===== config.mk =====
export PLATFORM = sky130hd
export DESIGN_NAME = ifm_in_fsm
export DESIGN_NICKNAME = d
export VERILOG_FILES = /design/src/rtl/ifm_in_fsm.sv
export SDC_FILE = /design/constraint.sdc
export NUM_CORES = 1
export LEC_CHECK = 0
export CAP_MARGIN = 20
export CORE_UTILIZATION = 35
export CTS_CLUSTER_SIZE = 16
export DETAILED_ROUTE_END_ITERATION = 16
export PLACE_DENSITY = 0.59
export SLEW_MARGIN = 15
export SYNTH_ARGS = -nofsm -noshare
export SYNTH_HDL_FRONTEND = slang
export SYNTH_SLANG_ARGS = --single-unit
export TNS_END_PERCENT = 5

===== constraint.sdc =====
create_clock -name rx_clk -period 12 [get_ports rx_clk]
set_clock_uncertainty 0.2 [all_clocks]
set_input_delay 1.8 -clock rx_clk [delete_from_list [all_inputs] [get_ports rx_clk]]
set_output_delay 1.8 -clock rx_clk [all_outputs]
set_load 0.02 [all_outputs]

===== src/rtl/ifm_in_fsm.sv =====
// Receive-side frame writer: turns the MAC receive stream into {tlast, tkeep, tdata} data FIFO
// entries plus one 64-bit descriptor per frame, dropping or truncating frames when the FIFOs fill.
module ifm_in_fsm #(
    parameter logic [15:0] C_MAX_LEN = 16'd9600
) (
    input  logic        rx_clk,
    input  logic        rx_reset,
    input  logic [63:0] rx_axis_mac_tdata,
    input  logic [7:0]  rx_axis_mac_tkeep,
    input  logic        rx_axis_mac_tvalid,
    input  logic        rx_axis_mac_tlast,
    input  logic        rx_axis_mac_tuser,
    output logic [72:0] data_fifo_wdata,
    output logic        data_fifo_wren,
    input  logic        data_fifo_full,
    input  logic        data_fifo_afull,
    output logic [63:0] ctrl_fifo_wdata,
    output logic        ctrl_fifo_wren,
    input  logic        ctrl_fifo_afull,
    output logic [31:0] rx_drop_cnt,
    output logic [31:0] rx_trunc_cnt
);

    localparam logic [2:0] S_IDLE  = 3'd0;
    localparam logic [2:0] S_DATA  = 3'd1;
    localparam logic [2:0] S_TRUNC = 3'd2;
    localparam logic [2:0] S_TERM  = 3'd3;
    localparam logic [2:0] S_DROP  = 3'd4;

    localparam logic [72:0] TERM_BEAT = {1'b1, 8'h00, 64'h0};

    logic [2:0]  state_reg, state_next;
    logic        in_frame_reg, in_frame_next;
    logic        sof;

    logic        beat_wr;
    logic        term_wr;
    logic        clear_cnt;
    logic        desc_sched;
    logic        desc_trunc;
    logic        drop_inc;
    logic        trunc_inc;

    logic [3:0]  keep_ext [8];
    logic [3:0]  keep_cnt;

    logic [15:0] byte_cnt_reg, byte_cnt_next;
    logic [15:0] byte_base;
    logic [16:0] byte_sum;

    logic        data_wren_reg, data_wren_next;
    logic [72:0] data_wdata_reg, data_wdata_next;

    logic        desc_pend_reg;
    logic        desc_trunc_reg;
    logic        good_reg, good_next;

    logic        ctrl_wren_reg, ctrl_wren_next;
    logic [63:0] ctrl_wdata_reg, ctrl_wdata_next;
    logic [31:0] seq_reg, seq_next;
    logic        oversize;

    logic [31:0] drop_cnt_reg, drop_cnt_next;
    logic [31:0] trunc_cnt_reg, trunc_cnt_next;

    // Frame tracker runs regardless of FSM state so SOF detection stays correct while discarding.
    assign sof           = rx_axis_mac_tvalid & ~in_frame_reg;
    assign in_frame_next = rx_axis_mac_tvalid ? ~rx_axis_mac_tlast : in_frame_reg;

    genvar gi;
    generate
        for (gi = 0; gi < 8; gi++) begin : g_keep_ext
            assign keep_ext[gi] = {3'b000, rx_axis_mac_tkeep[gi]};
        end
    endgenerate

    always_comb begin
        keep_cnt = 4'd0;
        for (int i = 0; i < 8; i++) begin
            keep_cnt = keep_cnt + keep_ext[i];
        end
    end

    always_comb begin
        state_next = state_reg;
        beat_wr    = 1'b0;
        term_wr    = 1'b0;
        clear_cnt  = 1'b0;
        desc_sched = 1'b0;
        desc_trunc = 1'b0;
        drop_inc   = 1'b0;
        trunc_inc  = 1'b0;
        case (state_reg)
            S_IDLE: begin
                if (sof) begin
                    if (~data_fifo_afull & ~ctrl_fifo_afull) begin
                        beat_wr   = 1'b1;
                        clear_cnt = 1'b1;
                        if (rx_axis_mac_tlast) begin
                            desc_sched = 1'b1;
                        end else begin
                            state_next = S_DATA;
                        end
                    end else begin
                        drop_inc = 1'b1;
                        if (!rx_axis_mac_tlast) begin
                            state_next = S_DROP;
                        end
                    end
                end
            end
            S_DATA: begin
                if (rx_axis_mac_tvalid) begin
                    if (data_fifo_full) begin
                        state_next = rx_axis_mac_tlast ? S_TERM : S_TRUNC;
                    end else begin
                        beat_wr = 1'b1;
                        if (rx_axis_mac_tlast) begin
                            desc_sched = 1'b1;
                            state_next = S_IDLE;
                        end
                    end
                end
            end
            S_TRUNC: begin
                if (rx_axis_mac_tvalid & rx_axis_mac_tlast) begin
                    state_next = S_TERM;
                end
            end
            S_TERM: begin
                if (sof) begin
                    drop_inc = 1'b1;
                end
                if (~data_fifo_full) begin
                    term_wr    = 1'b1;
                    desc_sched = 1'b1;
                    desc_trunc = 1'b1;
                    trunc_inc  = 1'b1;
                    // A frame that began while waiting is still streaming and must be discarded.
                    state_next = in_frame_next ? S_DROP : S_IDLE;
                end
            end
            S_DROP: begin
                if (rx_axis_mac_tvalid & rx_axis_mac_tlast) begin
                    state_next = S_IDLE;
                end
            end
            default: begin
                state_next = S_IDLE;
            end
        endcase
    end

    always_comb begin
        byte_base     = clear_cnt ? 16'd0 : byte_cnt_reg;
        byte_sum      = {1'b0, byte_base} + {13'd0, keep_cnt};
        byte_cnt_next = byte_cnt_reg;
        if (beat_wr) begin
            byte_cnt_next = byte_sum[16] ? 16'hFFFF : byte_sum[15:0];
        end
    end

    always_comb begin
        data_wren_next  = beat_wr | term_wr;
        data_wdata_next = data_wdata_reg;
        if (term_wr) begin
            data_wdata_next = TERM_BEAT;
        end else if (beat_wr) begin
            data_wdata_next = {rx_axis_mac_tlast, rx_axis_mac_tkeep, rx_axis_mac_tdata};
        end
        good_next = good_reg;
        if (desc_sched) begin
            good_next = rx_axis_mac_tuser & ~desc_trunc;
        end
    end

    // Descriptor is built one cycle after the final data write, once the byte count has settled.
    assign oversize = (byte_cnt_reg > C_MAX_LEN);

    always_comb begin
        ctrl_wren_next  = desc_pend_reg;
        ctrl_wdata_next = ctrl_wdata_reg;
        seq_next        = seq_reg;
        if (desc_pend_reg) begin
            ctrl_wdata_next = {seq_reg, 13'd0, oversize, desc_trunc_reg,
                               good_reg & ~desc_trunc_reg, byte_cnt_reg};
            seq_next        = seq_reg + 32'd1;
        end
    end

    always_comb begin
        drop_cnt_next  = drop_cnt_reg;
        trunc_cnt_next = trunc_cnt_reg;
        if (drop_inc) begin
            drop_cnt_next = drop_cnt_reg + 32'd1;
        end
        if (trunc_inc) begin
            trunc_cnt_next = trunc_cnt_reg + 32'd1;
        end
    end

    always_ff @(posedge rx_clk) begin
        if (rx_reset) begin
            state_reg      <= S_IDLE;
            in_frame_reg   <= 1'b0;
            byte_cnt_reg   <= 16'd0;
            data_wren_reg  <= 1'b0;
            data_wdata_reg <= 73'd0;
            desc_pend_reg  <= 1'b0;
            desc_trunc_reg <= 1'b0;
            good_reg       <= 1'b0;
            ctrl_wren_reg  <= 1'b0;
            ctrl_wdata_reg <= 64'd0;
            seq_reg        <= 32'd0;
            drop_cnt_reg   <= 32'd0;
            trunc_cnt_reg  <= 32'd0;
        end else begin
            state_reg      <= state_next;
            in_frame_reg   <= in_frame_next;
            byte_cnt_reg   <= byte_cnt_next;
            data_wren_reg  <= data_wren_next;
            data_wdata_reg <= data_wdata_next;
            desc_pend_reg  <= desc_sched;
            desc_trunc_reg <= desc_trunc;
            good_reg       <= good_next;
            ctrl_wren_reg  <= ctrl_wren_next;
            ctrl_wdata_reg <= ctrl_wdata_next;
            seq_reg        <= seq_next;
            drop_cnt_reg   <= drop_cnt_next;
            trunc_cnt_reg  <= trunc_cnt_next;
        end
    end

    assign data_fifo_wren  = data_wren_reg;
    assign data_fifo_wdata = data_wdata_reg;
    assign ctrl_fifo_wren  = ctrl_wren_reg;
    assign ctrl_fifo_wdata = ctrl_wdata_reg;
    assign rx_drop_cnt     = drop_cnt_reg;
    assign rx_trunc_cnt    = trunc_cnt_reg;

endmodule


==> flow_summary.toml <==
[clock_tree]
cts_tree = "done"
clock_path_buffers = 3
clk_latency_ps = 540
cts_root_buf = "clkbuf_16"
cts_sinks = 245
clk_pin_slew_ps = 60
htreeDepth = 1
cts_buffers = 28
ctsHoldBuffers = 0
cts_resized = 0
post_cts_buffers = 0

[setup_path]
worst_ep_required_time_ps = 12240
crit_arrival_ps = 6950
end_kind = "register"
reg2reg_from = "state_reg[2]"
reg2reg_depth = 13
start_kind = "input port"
r2r_setup_slack_ps = 6750
critPathKind = "input port to register"
worst-path-max-fanout = 16
r2r-end = "byte_cnt_reg[3]"

[run]
maxCapViolations = 0

[timing]
finalSetupTns_ps = 0
worst_pin_slew_ps = 1014
final_hold_viol_count = 0
rsz0062_at_grt = "no"
layout_setup_ws_ps = 5291
max_freq_ghz = 0.1491
min_period_over_period = 0.5591
setup_violations = 0
maxSlewViolCount = 0
period_needed_ps = 6709
relSlewSlack = 0.3240

[pwr]
vdd_drop_max_mv = 0.1081
leakage_nw = 4.792
power_density_nw_per_um2 = 131.6
power_w = 0.001871

[finish]
syn2layout_area_growth_pct = 38.11
antenna_cells = 0
drive_above_1_share = 0.05281
layout.cells.non_filler = 1842
nets = 1530
largest_reg_flops = 73
fill_cells = 2799

[synth]
synth_seq_cells = 245
netlist_instances = 1202
async_reset_ff_frac = 0
ys.flop_type = "dfxtp_1"
syn_area_um2 = 10290
synth_common_cells = "dfxtp_1 (245), nand2_1 (191), nor2_1 (139)"
seq_area_frac_synth = 0.4764
yosys.cell_types.count = 62
yosys-top-cells-area = "dfxtp_1 (48%), nand2_1 (7.0%), a21oi_1 (5.8%)"
synth_top_area_cell = "dfxtp_1"
yosysWarnings = 0
avgSynthCellArea_um2 = 8.565
synth-edff-count = 0
synth_top_area_frac = 0.4764
yosysMostFrequentCell = "dfxtp_1"

[hold_path]
whs_path_depth = 2
min_to = "data_fifo_wdata[45]"
holdCritPathClass = "register to register"
hold_start = "data_fifo_wdata[45]"

[global_routing]
grt_util_all_layers = 0.1785
grtUsageMet2 = 0.2826
grt_pass1_wl_um = 44880
use_met3 = 0.06118
grt.busiest_layer = "met2"
antenna_found_initial = 0
grt_pass1_vias = 8696
gr-total-overflow = 0
grt_max_degree = 99
grtUsageMet1 = 0.2317

[placement]
post-dp-hpwl_um = 18590
portBuffers = 269
dp_cells = 1788
gp_congestion = 0.7637
post-place-ws_ps = 4691

[floorplan]
coreArea_um2 = 28860
die_h_um = 173.5
initial_core_util = 0.3567
io_pins = 283
num_rows = 62
die_area_um2 = 30100
die_width_um = 173.5

[drt]
wl_um = 27390
first_iter_violations = 426
postRouteAntennaNets = 0
viasPerCell = 4.887
drcViolationCount = 0
first_pass_iters = 4
post_drt_wl_per_cell_um = 14.87
vias = 9002

[run_status]
status = "completed"
==> worst max path at each step <==
| stage | from | to | slack (ps) | depth (start not counted) |
|---|---|---|---|---|
| 2_1_floorplan | ctrl_fifo_afull | byte_cnt_reg[14] | 6340 | 14 |
| 3_3_place_gp | rx_axis_mac_tvalid | byte_cnt_reg[3] | 4770 | 14 |
| 3_5_place_dp | rx_axis_mac_tvalid | byte_cnt_reg[3] | 4690 | 14 |
| 4_1_cts | rx_axis_mac_tvalid | byte_cnt_reg[3] | 5260 | 14 |
| 5_1_grt | rx_axis_mac_tvalid | byte_cnt_reg[3] | 4890 | 14 |
| 6_report | rx_axis_mac_tvalid | byte_cnt_reg[3] | 5290 | 14 |
==> logic make-up (layout without fill, tap and decap cells) <==
kind of cell,Yosys count,in the layout,share of synthesized area
AO/OA/AOI/OAI,190,190,0.1066
XOR/XNOR,69,69,0.05870
adder cells (fa/ha/maj),14,14,0.02066
buffers and inverters,115,359,0.04801
flip-flops,245,245,0.4764
multiplexers,55,55,0.05348
other,1,13,0.0003643
AND/OR/NAND/NOR,513,513,0.2358
==> metal layers <==
metal / vias to the layer above / wire length (µm)
li1: 4550 / -
met1: 4159 / 12430
met2: 256 / 12120
met3: 37 / 2286
met4: 0 / 556
met5: - / 0
==> critical path: stages <==
cell and delay (ps):
clkdlybuf4s50_1 610, nor3b_1 590, nand2_1 500, nand2_1 210
fa_1 440, fa_1 450, fa_1 400, inv_1 80
fa_1 220, nand3_1 110, a211oi_1 720, nand2_1 390
o21a_1 210, a211oi_1 220
==> metrics by stage <==
stage | util | hold slack, ps | area, µm²
after floorplan | - | 254.3 | 10340
after global placement | 0.4572 | 240.4 | 13200
after detailed placement | 0.4572 | 248.3 | 13200
after CTS | 0.4916 | 254.6 | 14190
after global routing | 0.4927 | 270.9 | 14220
final | 0.4927 | 253.0 | 14220
==> area by class of cell <==
cell class                      instances  area, µm²  area share
Sequential cell                       245       4908      0.3452
Clock buffer                           37      795.8     0.05597
Tap cell                              384      480.5     0.03379
Multi-Input combinational cell        854       4966      0.3493
Clock inverter                         15      195.2     0.01373
Inverter                               32      120.1    0.008448
Timing Repair Buffer                  275       2753      0.1936
==> cells in the final DEF, fill, tap and decap left out, types with 10 or more instances in the layout <==
| cell | Yosys | layout |
|---|---|---|
| o21ai_0 | 21 | 20 |
| nand4_1 | 28 | 28 |
| and4_1 | 10 | 10 |
| nand2_1 | 191 | 191 |
| clkdlybuf4s50_1 | 0 | 268 |
| nor3_1 | 26 | 26 |
| xor2_1 | 36 | 36 |
| dfxtp_1 | 245 | 244 |
| and3_1 | 10 | 10 |
| nand3_1 | 31 | 31 |
| or3_1 | 18 | 18 |
| conb_1 | 1 | 13 |
| xnor2_1 | 33 | 33 |
| nor2_1 | 139 | 139 |
| a21oi_1 | 119 | 119 |
| mux2i_1 | 55 | 55 |
| clkbuf_16 | 0 | 29 |
| nor4_1 | 14 | 13 |
| inv_1 | 32 | 32 |
==> report_power, final <==
group | total [W] | switching (W) | internal [W]
logic | 0.000138 | 0.0000744 | 0.0000634
registers | 0.000835 | 0.00000975 | 0.000825
clock network | 0.000899 | 0.000346 | 0.000553
total | 0.00187 | 0.000430 | 0.00144
(Power assumes the default switching activity.)
